### src/rtl/stopwatch_ctrl_fsm.sv
// Button-driven stopwatch controller: run/stop toggling, long-press clear from STOP,
// and a LAP mode that freezes the display while counting continues.
module stopwatch_ctrl_fsm #(
    parameter int HOLD_CYCLES = 50_000_000,
    parameter int HOLD_W      = 26,
    parameter int LAP_W       = 4
) (
    input  logic             clk,
    input  logic             reset,
    input  logic             i_btn_run,
    input  logic             i_btn_clr,
    input  logic             i_btn_lap,
    output logic             o_run_on,
    output logic             o_clr_on,
    output logic             o_lap_on,
    output logic [LAP_W-1:0] o_lap_cnt,
    output logic [1:0]       o_state
);

    typedef enum logic [1:0] {
        STOP  = 2'b00,
        RUN   = 2'b01,
        CLEAR = 2'b10,
        LAP   = 2'b11
    } state_t;

    localparam logic [HOLD_W-1:0] HOLD_LAST = HOLD_W'(HOLD_CYCLES - 1);
    localparam logic [LAP_W-1:0]  LAP_MAX   = '1;

    state_t              state, state_nxt;
    logic [HOLD_W-1:0]   hold_cnt, hold_nxt;
    logic [LAP_W-1:0]    lap_cnt, lap_nxt;
    logic                run_prev, lap_prev;
    logic                run_rise, lap_rise;

    function automatic logic [LAP_W-1:0] lap_sat_inc(input logic [LAP_W-1:0] cnt);
        return (cnt == LAP_MAX) ? cnt : cnt + LAP_W'(1);
    endfunction

    assign run_rise = i_btn_run & ~run_prev;
    assign lap_rise = i_btn_lap & ~lap_prev;

    // Edge-detect history follows the buttons even during reset, so a button
    // held through reset release is not mistaken for a fresh press.
    always_ff @(posedge clk) begin
        run_prev <= i_btn_run;
        lap_prev <= i_btn_lap;
        if (!reset) begin
            state    <= STOP;
            hold_cnt <= '0;
            lap_cnt  <= '0;
        end else begin
            state    <= state_nxt;
            hold_cnt <= hold_nxt;
            lap_cnt  <= lap_nxt;
        end
    end

    always_comb begin
        state_nxt = state;
        hold_nxt  = '0;
        lap_nxt   = lap_cnt;
        case (state)
            STOP: begin
                if (run_rise) begin
                    state_nxt = RUN;
                end else if (i_btn_clr) begin
                    if (hold_cnt == HOLD_LAST) begin
                        state_nxt = CLEAR;
                        lap_nxt   = '0;
                    end else begin
                        hold_nxt = hold_cnt + HOLD_W'(1);
                    end
                end
            end
            RUN: begin
                if (run_rise) begin
                    state_nxt = STOP;
                end else if (lap_rise) begin
                    state_nxt = LAP;
                    lap_nxt   = lap_sat_inc(lap_cnt);
                end
            end
            LAP: begin
                if (run_rise)      state_nxt = STOP;
                else if (lap_rise) state_nxt = RUN;
            end
            CLEAR: begin
                if (!i_btn_clr) state_nxt = STOP;
            end
        endcase
    end

    always_comb begin
        o_run_on = 1'b0;
        o_clr_on = 1'b0;
        o_lap_on = 1'b0;
        case (state)
            STOP:  ;
            RUN:   o_run_on = 1'b1;
            CLEAR: o_clr_on = 1'b1;
            LAP: begin
                o_run_on = 1'b1;
                o_lap_on = 1'b1;
            end
        endcase
    end

    assign o_state   = state;
    assign o_lap_cnt = lap_cnt;

endmodule

### config.mk
export PLATFORM = sky130hd
export DESIGN_NAME = stopwatch_ctrl_fsm
export DESIGN_NICKNAME = d
export VERILOG_FILES = /design/src/rtl/stopwatch_ctrl_fsm.sv
export SDC_FILE = /design/constraint.sdc
export NUM_CORES = 1
export LEC_CHECK = 0
export BUFFER_PORTS_ARGS = -buffer_cell sky130_fd_sc_hd__buf_2
export CAP_MARGIN = 20
export CORE_ASPECT_RATIO = 2
export CORE_MARGIN = 3
export CORE_UTILIZATION = 57
export DETAILED_ROUTE_END_ITERATION = 16
export PLACE_DENSITY = 0.81
export SLEW_MARGIN = 5
export SYNTH_ARGS = -nofsm -noshare
export SYNTH_HDL_FRONTEND = slang
export SYNTH_SLANG_ARGS = --single-unit
### constraint.sdc
create_clock -name clk -period 2 [get_ports clk]
set_input_delay 0.3 -clock clk [delete_from_list [all_inputs] [get_ports clk]]
set_output_delay 0.3 -clock clk [all_outputs]
set_load 0.02 [all_outputs]
# ---- Word-level counts from Yosys, hierarchy flattened
# Cells that the tools add are included.
dict set report word_totals {
  reg_bits 34
  inputBits 5
  output_inout_bits 9
  wordCells 55
}
dict set report classes {
  add_sub_neg 2
  n_eq_ne 16
  muxes 19
  n_bitwise 7
  reduce_logical 6
}
# op count
set op_table {}
lappend op_table {{26-bit by 1-bit adder with 26-bit output, second input constant} 1}
lappend op_table {{26-bit equality test, second input constant} 1}
lappend op_table {{4-bit two-way mux} 6}
lappend op_table {{2-bit two-way mux} 8}
lappend op_table {{2-bit inequality test, second input constant} 7}
lappend op_table {{3-bit inequality test, second input constant} 4}
lappend op_table {{2-bit one-hot mux with 4 select lines} 1}
lappend op_table {{4-bit one-hot mux with 2 select lines} 1}
lappend op_table {{7-bit AND reduction} 1}
lappend op_table {{1-bit inverter} 5}
lappend op_table {{5-bit AND reduction} 1}
lappend op_table {{5-bit OR reduction} 1}
lappend op_table {{4-bit by 1-bit adder with 4-bit output, second input constant} 1}
lappend op_table {{2-bit equality test, second input constant} 2}
lappend op_table {{4-bit equality test, second input constant} 1}
lappend op_table {{1-bit two-way mux} 3}
lappend op_table {{1-bit AND} 2}
lappend op_table {{2-bit by 1-bit equality test with 1-bit output, second input constant} 1}
lappend op_table {{2-bit zero test} 1}
lappend op_table {{2-bit nonzero test} 1}
lappend op_table {{2-bit OR reduction} 1}

# ---- Logic depth before layout (Yosys ltp)
dict set report logic_depth {
  depth_word 5
  depth_mapped 8
  ltp_nobuf 6
}

# ---- Worst setup path after synthesis
# OpenSTA, ideal clock, no wires.
dict set report synth_timing {
  path_kind {reg2reg}
  from {register state[1], in the netlist o_state[1]}
  to {register lap_cnt[3], in the netlist o_lap_cnt[3]}
  setup_ns 0.119
  arrival_time_ns 1.718
  required_ns 1.881
  path_slack_ns 0.163
  stages_incl_launch_ff 5
  path_buffers 0
  period_less_slack_ns 1.837
  cell_sequence {dfxtp_1 > nor4bb_1 > or3b_2 > a21boi_1 > o221a_2}
}
dict set report synth_between {
  elab_chain_cells 3
  word_cells_on_any_way 11
  classes_between {7 x eq/ne; 1 x mux; 3 x reduce/logical}
}
# element line
set synth_rtl {}
lappend synth_rtl {{from (decl)} 30} ;# state_t state, state_nxt;
lappend synth_rtl {{from (signal assigned)} 53} ;# state <= state_nxt;
lappend synth_rtl {{2-bit by 1-bit equality test with 1-bit output or 2-bit zero test (tied branches)} 63} ;# case (state)
lappend synth_rtl {{2-bit inequality test (no line) or 2-bit nonzero test (tied branches)} n/a}
lappend synth_rtl {{7-bit AND reduction (no line)} n/a}
lappend synth_rtl {{to (signal assigned)} 55} ;# lap_cnt <= lap_nxt;
lappend synth_rtl {{to (decl)} 32} ;# logic [LAP_W-1:0] lap_cnt, lap_nxt;
# Several ways; a longest one is shown, not always the timed one.
# A chain may end at the register's enable or synchronous reset.

# ---- Worst setup path after layout
dict set report layout_timing {
  from {register hold_cnt[9]}
  to {register lap_cnt[3], in the netlist o_lap_cnt[3]}
}
dict set report layout_between {
  elab_chain_cells 3
}
# element line
set layout_rtl {}
lappend layout_rtl {{from (decl)} 31} ;# logic [HOLD_W-1:0] hold_cnt, hold_nxt;
lappend layout_rtl {{from (signal assigned)} 54} ;# hold_cnt <= hold_nxt;
lappend layout_rtl {{26-bit equality test} 68} ;# if (hold_cnt == HOLD_LAST) begin
lappend layout_rtl {{2-bit inequality test (no line)} n/a}
lappend layout_rtl {{7-bit AND reduction (no line)} n/a}
# No other way between the ends.

==> out/metrics.csv <==
metric,value,unit
status,"finished, final reports clean",
power.switching,0.2758,mW
hp-class,input pin to register,
clock_skew,11.55,ps
clk_latency,290,ps
slew_viol_final,0,
die_w,43.12,µm
grt_setup_unrepaired,false,
synth_commonest_cells,"dfxtp_1 (34), nor2_1 (32), xor2_1 (19)",
maxCapViolCount,0,
power_density,697.7,nW/µm²
synth.top_cell.area_share,43.35,%
power_frac_comb,5.1,%
synthTopCellsByArea,"dfxtp_1 (43%), xor2_1 (11%), nor2_1 (7.6%)",
place_hpwl,2532,µm
seq_area_frac_synth,43.35,%
final_core_util,69.47,%
synth_edf_count,0,
synth_area_per_cell,8.675,µm²
crit_path_start_kind,register,
crit_required,2180,ps
grt-ovfl-total,0,
core,2603,µm²
whs,138.4,ps
cp.arrival,2100,ps
antenna_cells,0,
syn-instance-count,181,
crit_type,register to register,
io_buffers,13,
grt_pass1_wl,5727,µm
syn_nets,188,
crit_fanout,4,
start_util,60.34,%
hold_violations,0,
setup-violations-final,0,
fin_crit_sh,95.73,%
yosysWarnings,0,
area_growth,15.14,%
drc,0,
setup_tns,0,ps
slew_headroom,73.55,%
drt_iter0_drc,67,
syn-cell-area,1570,µm²
clock_sinks,34,
die_area,3459,µm²
yosys.cell_count.top_type,dfxtp_1,
cts_setup_buffers,0,
fin_crit,1915,ps
clk_pin_slew_worst_paths,70,ps
cts_tree,yes,
ant_nets,0,
fin_nets,211,
cts_hold_buf,0,
vias,1341,
htree_levels,2,
final_cells,233,
nFillCells,211,
layout-drive-gt1-share,16.59,%
fin_total_pwr,1.261,mW
first_pass_iters,5,
maxClockFrequency,522.3,MHz
fin_ws,85.32,ps
dp_cells,225,
wl,3310,µm
clockPowerShare,40.5,%
die_y,80.23,µm
synthFlopType,dfxtp_1,
ir_drop,0.6766,mV
wl_per_cell,14.21,µm
cts_buffer_depth,2,
p_int,0.9856,mW
grt_max_degree,26,
place_ws,31.83,ps
leakagePower,0.7062,nW
ios,14,
worstMarginPinSlew,393.7,ps
switching_share,21.87,%
ys_async_sr_fraction,0,%
cts-buffers-inserted,5,
cts_root_buf,clkbuf_8,
grt_pass1_vias,1330,
yosysUniqueCellTypes,34,
track_usage,21.87,%
end_kind,register,
antenna_found_initial,0,
place.gp.congestion,0.9184,
place_area,1705,µm²
synth_top_area_cell,dfxtp_1,
synth-seq-cells,34,
p_seq_share,54.4,%
vias_per_cell,5.755,
rows,26,
fin_area,1808,µm²
## power by group through the flow
stage / registers [mW] / clock network, mW / logic (mW)
detailed placement: 0.702 / 0 / 0.0615
finish: 0.687 / 0.511 / 0.0639
floorplan: 0.704 / 0 / 0.0392
global route: 0.687 / 0.551 / 0.0698
global placement: 0.702 / 0 / 0.0591
CTS: 0.687 / 0.519 / 0.0618
## logic make-up (layout without fill, tap and decap cells)
group	count (synthesis)	in the layout	synth area share (%)
adder cells (fa/ha/maj)	2	2	1.593
multiplexers	1	1	0.6375
AND/OR/NAND/NOR	100	100	32.83
buffers and inverters	8	32	3.108
XOR/XNOR	24	24	13.39
flip-flops	34	34	43.35
AO/OA/AOI/OAI	12	12	5.099
## final timing paths
check | startpoint | end | slack, ps | depth (start not counted)
min | i_btn_lap | lap_prev$_DFF_P_ | 140 | 1
min reg2reg | hold_cnt[0]$_SDFF_PP0_ | hold_cnt[0]$_SDFF_PP0_ | 450 | 1
max reg2reg | hold_cnt[9]$_SDFF_PP0_ | o_lap_cnt[3]$_SDFFE_PN0P_ | 90 | 5
max | hold_cnt[9]$_SDFF_PP0_ | o_lap_cnt[3]$_SDFFE_PN0P_ | 90 | 5
## flip-flops by register name, summed over array words and instances (netlist names)
| register | count |
|---|---|
| o_state | 2 |
| lap_prev | 1 |
| run_prev | 1 |
| o_lap_cnt | 4 |
| hold_cnt | 26 |
## worst max-delay path: stages, from the launching register on
cell	delay (ps)
dfxtp_2	340
or4_1	540
nor4_1	250
and4_1	270
a21boi_1	110
o221a_2	290
## per-layer routing
| metal | global-route usage [%] | share of wire (%) |
|---|---|---|
| met3 | 4.933 | 3.2 |
| met2 | 41.10 | 59 |
| met5 | 0 | 0 |
| met4 | 11.48 | 2.2 |
| met1 | 20.79 | 35 |
## cells in the final DEF (no fill, tap or decap), types with 3 or more instances in the layout
cell and count:
and3_1 7, nand4_1 9, buf_4 7, xnor2_1 5, nor2_1 32, nand2b_1 4, o21ai_0 3, clkbuf_8 6
nand2_1 12, and4_1 3, nor2b_1 5, xor2_1 19, inv_1 3, nand3_1 14, dfxtp_1 32, buf_2 13
nor4_1 3
## what timing repair did
action / CTS / global route
endpoints found under the setup margin: 0 / 27
endpoints found under the hold margin: 0 / 0
gates resized for setup: 0 / 4
## cell type report
| cell class | instances | area, µm² | share of cell area (%) |
|---|---|---|---|
| multi-input combinational | 139 | 849.6 | 46.99 |
| timing repair buffer | 21 | 137.6 | 7.612 |
| inverter | 3 | 11.26 | 0.6228 |
| tap | 28 | 35.03 | 1.938 |
| clock inverter | 1 | 5.005 | 0.2768 |
| clock buffer | 7 | 86.33 | 4.775 |
| sequential | 34 | 683.2 | 37.79 |
Note: power is estimated with default switching activity, not from simulation.
